## src/rtl/energy_window_logger.sv

```systemverilog
// energy_window_logger: per-window sum/min/max/avg of power samples into a FWFT record FIFO
module energy_window_logger #(
  parameter int DATA_W = 8,
  parameter int WIN_LOG2 = 4,
  parameter int FIFO_DEPTH = 4,
  localparam int ACC_W = DATA_W + WIN_LOG2,
  localparam int CW = $clog2(FIFO_DEPTH + 1),
  localparam int PW = $clog2(FIFO_DEPTH)
)(
  input  logic              clk,
  input  logic              rst,
  input  logic              in_valid,
  input  logic [DATA_W-1:0] in_data,
  input  logic              clear,
  output logic              out_valid,
  input  logic              out_ready,
  output logic [ACC_W-1:0]  out_sum,
  output logic [DATA_W-1:0] out_min,
  output logic [DATA_W-1:0] out_max,
  output logic [DATA_W-1:0] out_avg,
  output logic [CW-1:0]     fifo_count,
  output logic              overflow
);
  typedef enum logic {IDLE, ACCUM} state_t;
  state_t state;
  logic [WIN_LOG2-1:0] cnt;
  logic [ACC_W-1:0] sum, sum_n;
  logic [DATA_W-1:0] mn, mx, mn_n, mx_n;
  logic [ACC_W-1:0] mem_sum [FIFO_DEPTH];
  logic [DATA_W-1:0] mem_min [FIFO_DEPTH];
  logic [DATA_W-1:0] mem_max [FIFO_DEPTH];
  logic [PW-1:0] wr, rd;
  logic last, push, pop, wr_en;
  always_comb begin
    sum_n = (state == ACCUM) ? sum + ACC_W'(in_data) : ACC_W'(in_data);
    mn_n = (state == ACCUM && mn < in_data) ? mn : in_data;
    mx_n = (state == ACCUM && mx > in_data) ? mx : in_data;
    last = state == ACCUM && &cnt;
    push = in_valid && last;
    pop = out_valid && out_ready;
    wr_en = push && (fifo_count != CW'(FIFO_DEPTH) || pop);
  end
  assign out_valid = fifo_count != '0;
  assign out_sum = mem_sum[rd];
  assign out_min = mem_min[rd];
  assign out_max = mem_max[rd];
  assign out_avg = out_sum[ACC_W-1:WIN_LOG2];
  always_ff @(posedge clk or posedge rst) begin
    if (rst) begin
      state <= IDLE;
      cnt <= '0;
      sum <= '0;
      mn <= '0;
      mx <= '0;
      wr <= '0;
      rd <= '0;
      fifo_count <= '0;
      overflow <= 1'b0;
      for (int i = 0; i < FIFO_DEPTH; i++) begin
        mem_sum[i] <= '0;
        mem_min[i] <= '0;
        mem_max[i] <= '0;
      end
    end else if (clear) begin
      state <= IDLE;
      cnt <= '0;
      wr <= '0;
      rd <= '0;
      fifo_count <= '0;
      overflow <= 1'b0;
    end else begin
      if (in_valid) begin
        sum <= sum_n;
        mn <= mn_n;
        mx <= mx_n;
        cnt <= cnt + 1'b1;
        state <= last ? IDLE : ACCUM;
      end
      if (wr_en) begin
        mem_sum[wr] <= sum_n;
        mem_min[wr] <= mn_n;
        mem_max[wr] <= mx_n;
        wr <= wr + 1'b1;
      end
      if (pop) rd <= rd + 1'b1;
      if (push && !wr_en) overflow <= 1'b1;
      fifo_count <= fifo_count + CW'(wr_en) - CW'(pop);
    end
  end
endmodule

```

## config.mk

```make
export PLATFORM = sky130hd
export DESIGN_NAME = energy_window_logger
export DESIGN_NICKNAME = d
export VERILOG_FILES = /design/src/rtl/energy_window_logger.sv
export SDC_FILE = /design/constraint.sdc
export NUM_CORES = 1
export LEC_CHECK = 0
export BUFFER_PORTS_ARGS = -buffer_cell sky130_fd_sc_hd__buf_2
export CAP_MARGIN = 10
export CORE_MARGIN = 1
export CORE_UTILIZATION = 45
export DETAILED_ROUTE_END_ITERATION = 8
export GPL_TIMING_DRIVEN = 1
export PLACE_DENSITY_LB_ADDON = 0.05
export SYNTH_ARGS = -nofsm -noshare
export SYNTH_HDL_FRONTEND = slang
export SYNTH_SLANG_ARGS = --single-unit
```

## constraint.sdc

```tcl
create_clock -name clk -period 6.6 [get_ports clk]
set_input_delay 0.33 -clock clk [delete_from_list [all_inputs] [get_ports clk]]
set_output_delay 0.33 -clock clk [all_outputs]
set_load 0.02 [all_outputs]
```

==> impl_metrics.csv <==
group,metric,value,unit
clock_network,cts.sinks,153,
logic_synthesis,synth_cells,808,
placement,pre_cts_ws,3379,ps
die,ios,54,
die,rows,49,
power_and_ir_drop,power,2.640,mW
logic_synthesis,synth.yosys.warnings,0,
setup_path,startpoint_type,"flip-flop",
final_layout,area_growth,12.24,%
final_layout,layout-drive-gt1-share,19.86,%
drt,drtIter0Drc,524,
power_and_ir_drop,comb_power_share,18.3,%
drt,vias,6171,
setup_path,worstSetupPathType,"flip-flop to flip-flop",
logic_synthesis,synth_area_leader_cell,"dfrtp_1",
die,die_h,137.1,µm
logic_synthesis,synth.avg_cell_area,10.17,µm²
logic_synthesis,synth_top_area_share,46.58,%
power_and_ir_drop,peakVddDrop,225.0,µV
status,outcome,"complete, no violations",
setup_path,cp_cell_sequence,"nor4b_1 > or3_1 > ha_1 > inv_1 > ha_1 > inv_1 > fa_1 > xor2_1 > xnor2_1 > nor2_1",
clock_network,cts_resized,0,
sta,relSlewSlack,26.76,%
global_routing,antenna_found_initial,1,
drt,ant_nets,0,
setup_path,crit_family,"simple AND/OR/NAND/NOR gates",
sta,tightest_slew,1099,ps
setup_path,cpPeakStageDelay,770,ps
drt,via_per_inst,5.816,
power_and_ir_drop,p_per_area,286.1,mW/mm²
power_and_ir_drop,power.static_leakage,4.188,nW
setup_path,end_kind,"flip-flop",
clock_network,cts_setup_buffers,0,
setup_path,worstPathArrival,3480,ps
drt,wl_per_cell,18.95,µm
logic_synthesis,synth_nets,853,
hold_path,hold_class,"primary input to asynchronous set/reset pin",
power_and_ir_drop,clkPwrFrac,41.9,%
logic_synthesis,synth_seq_area_share,46.58,%
logic_synthesis,synthTopCellsByArea,"dfrtp_1 47%, mux4_2 7.7%, nand2_1 5.7%",
power_and_ir_drop,p_int,1.881,mW
global_routing,grt_max_degree,82,
placement,hpwlAfterDp,13070,µm
drt,drc,0,
logic_synthesis,netlist_area,0.008219,mm²
global_routing,grt-ovfl-total,0,
clock_network,cts_tree,"built",
die,dieArea,0.01881,mm²
die,fp.dieW,137.1,µm
final_layout,layout_common_cells,"152 x dfrtp_1, 125 x nand2_1, 77 x o21ai_0",
setup_path,cp_num_buf_inv,2,
sta,setup_violations,0,
die,core_area,0.01790,mm²
setup_path,path_max_fanout,7,
sta,finalMaxSlewViolations,0,
clock_network,ctsHoldBuffers,0,
clock_network,root_buffer,"clkbuf_16",
sta,max_freq,0.3139,GHz
run,cap_violations,0,
logic_synthesis,synth_seq_cells,153,
clock_network,cts_buffers,17,
placement,io_buffers,53,
final_layout,final_common_cell,"dfrtp_1",
logic_synthesis,ys_async_sr_fraction,100.0,%
final_layout,fillers,1603,
final_layout,nets,864,
power_and_ir_drop,pwr-share-seq,39.8,%
power_and_ir_drop,power.switching,758.8,µW
global_routing,grt_usage,23.17,%
sta,fin_crit,3186,ps
clock_network,htree_levels,4,
drt,drtPass1Iterations,5,
logic_synthesis,synthFlopType,"dfrtp_1",
clock_network,cts.path.max_buffers,2,
clock_network,insertion_delay,430,ps
logic_synthesis,synth_edf_count,0,
logic_synthesis,synth.distinct_cells,57,
sta,whs,9.440,ps
placement,gp_congestion,0.8137,
sta,rsz0062_at_grt,"no",
global_routing,grt_pass1_vias,6066,
die,start_util,45.91,%
drt,routed_wl,20110,µm
global_routing,grt_pass1_wl,32820,µm
sta,clock_skew,9.022,ps
sta,setup_tns,0,ps
sta,hold_viol_final,0,
sta,fin_ws,3414,ps
sta,fin_crit_sh,48.27,%
power_and_ir_drop,swShare,28.74,%
setup_path,critical_path_required,6900,ps
clock_network,clk_pin_slew_worst_paths,60,ps
setup_path,cp_slowest_cell,"nor4b_1",
state kept, by name, indices dropped and copies added, names as in the netlist:
register	cells
mn	8
mem_max	32
mem_min	32
state	1
mx	8
cnt	4
overflow	1
fifo_count	3
rd	2
wr	2
mem_sum	48
sum	12
path summary, 6_finish.rpt:
| kind | start | end | slack (ps) | cells past startpoint |
|---|---|---|---|---|
| setup / recovery | fifo_count[1]$_DFF_PP0_ | fifo_count[2]$_DFF_PP0_ | 3410 | 10 |
| setup reg to reg | fifo_count[1]$_DFF_PP0_ | fifo_count[2]$_DFF_PP0_ | 3410 | 10 |
| min in group clk | in_valid | cnt[0]$_DFFE_PP0P_ | 240 | 3 |
| max in group asynchronous | rst | mem_max[24]$_DFFE_PP0P_ | 5100 | 3 |
| hold / removal | rst | mem_sum[46]$_DFFE_PP0P_ | 9 | 2 |
| hold reg to reg | mem_sum[5]$_DFFE_PP0P_ | mem_sum[5]$_DFFE_PP0P_ | 480 | 2 |
cell families (layout without fill, tap and decap cells):
family	after synthesis	after routing	share of synthesized area, %
multiplexers	66	66	12.70
adder cells (fa/ha/maj)	32	32	5.054
flip-flops	153	153	46.58
AND/OR/NAND/NOR	290	290	17.03
AO/OA/AOI/OAI	163	163	12.57
XOR/XNOR	10	10	1.066
buffers and inverters	94	117	4.993
other	0	1	0
area by class of cell:
| class | instances | area, µm² | area share [%] |
|---|---|---|---|
| Multi-Input combinational cell | 561 | 3999 | 43.35 |
| Sequential cell | 153 | 3830 | 41.52 |
| Clock buffer | 19 | 442.9 | 4.801 |
| Timing Repair Buffer | 66 | 362.8 | 3.933 |
| Tap cell | 229 | 286.5 | 3.106 |
| Clock inverter | 12 | 221.5 | 2.401 |
| Inverter | 20 | 80.08 | 0.8680 |
| Antenna cell | 1 | 2.502 | 0.02713 |
cells in the mapped netlist (all sizes together) (3+ instances only):
cell,count
o211ai,34
or3,4
clkbuf,47
mux2i,12
a31oi,4
o21a,3
nor2,32
a211o,10
or4,11
nand2,126
a21o,3
xor2,4
a21oi,14
inv,19
nor2b,4
nand3,54
xnor2,6
buf,27
o21ai,78
ha,30
mux2,26
mux4,28
nor3,5
nand2b,7
dfrtp,153
nand4,39
routing by layer:
metal	track usage [%]	part of all wire (%)
met1	31.69	47
met4	6.777	1.4
met5	0	0
met2	37.12	48
met3	4.667	4.0
per-stage QoR:
step	util [%]	area [µm²]	std cells
final	51.53	9225	1061
after global routing	51.53	9225	1061
after CTS	51.52	9223	1060
after detailed placement	47.81	8558	1029
after global placement	47.81	8558	1029
after floorplan	-	8219	808
power by group through the flow:
stage / combinational [mW] / clock (mW) / sequential (mW)
after floorplan: 0.370 / 0 / 1.04
after global placement: 0.464 / 0 / 1.07
after detailed placement: 0.482 / 0 / 1.07
after CTS: 0.485 / 1.13 / 1.05
after global routing: 0.539 / 1.17 / 1.06
final: 0.482 / 1.11 / 1.05
Power figures use the tool's default switching activity.
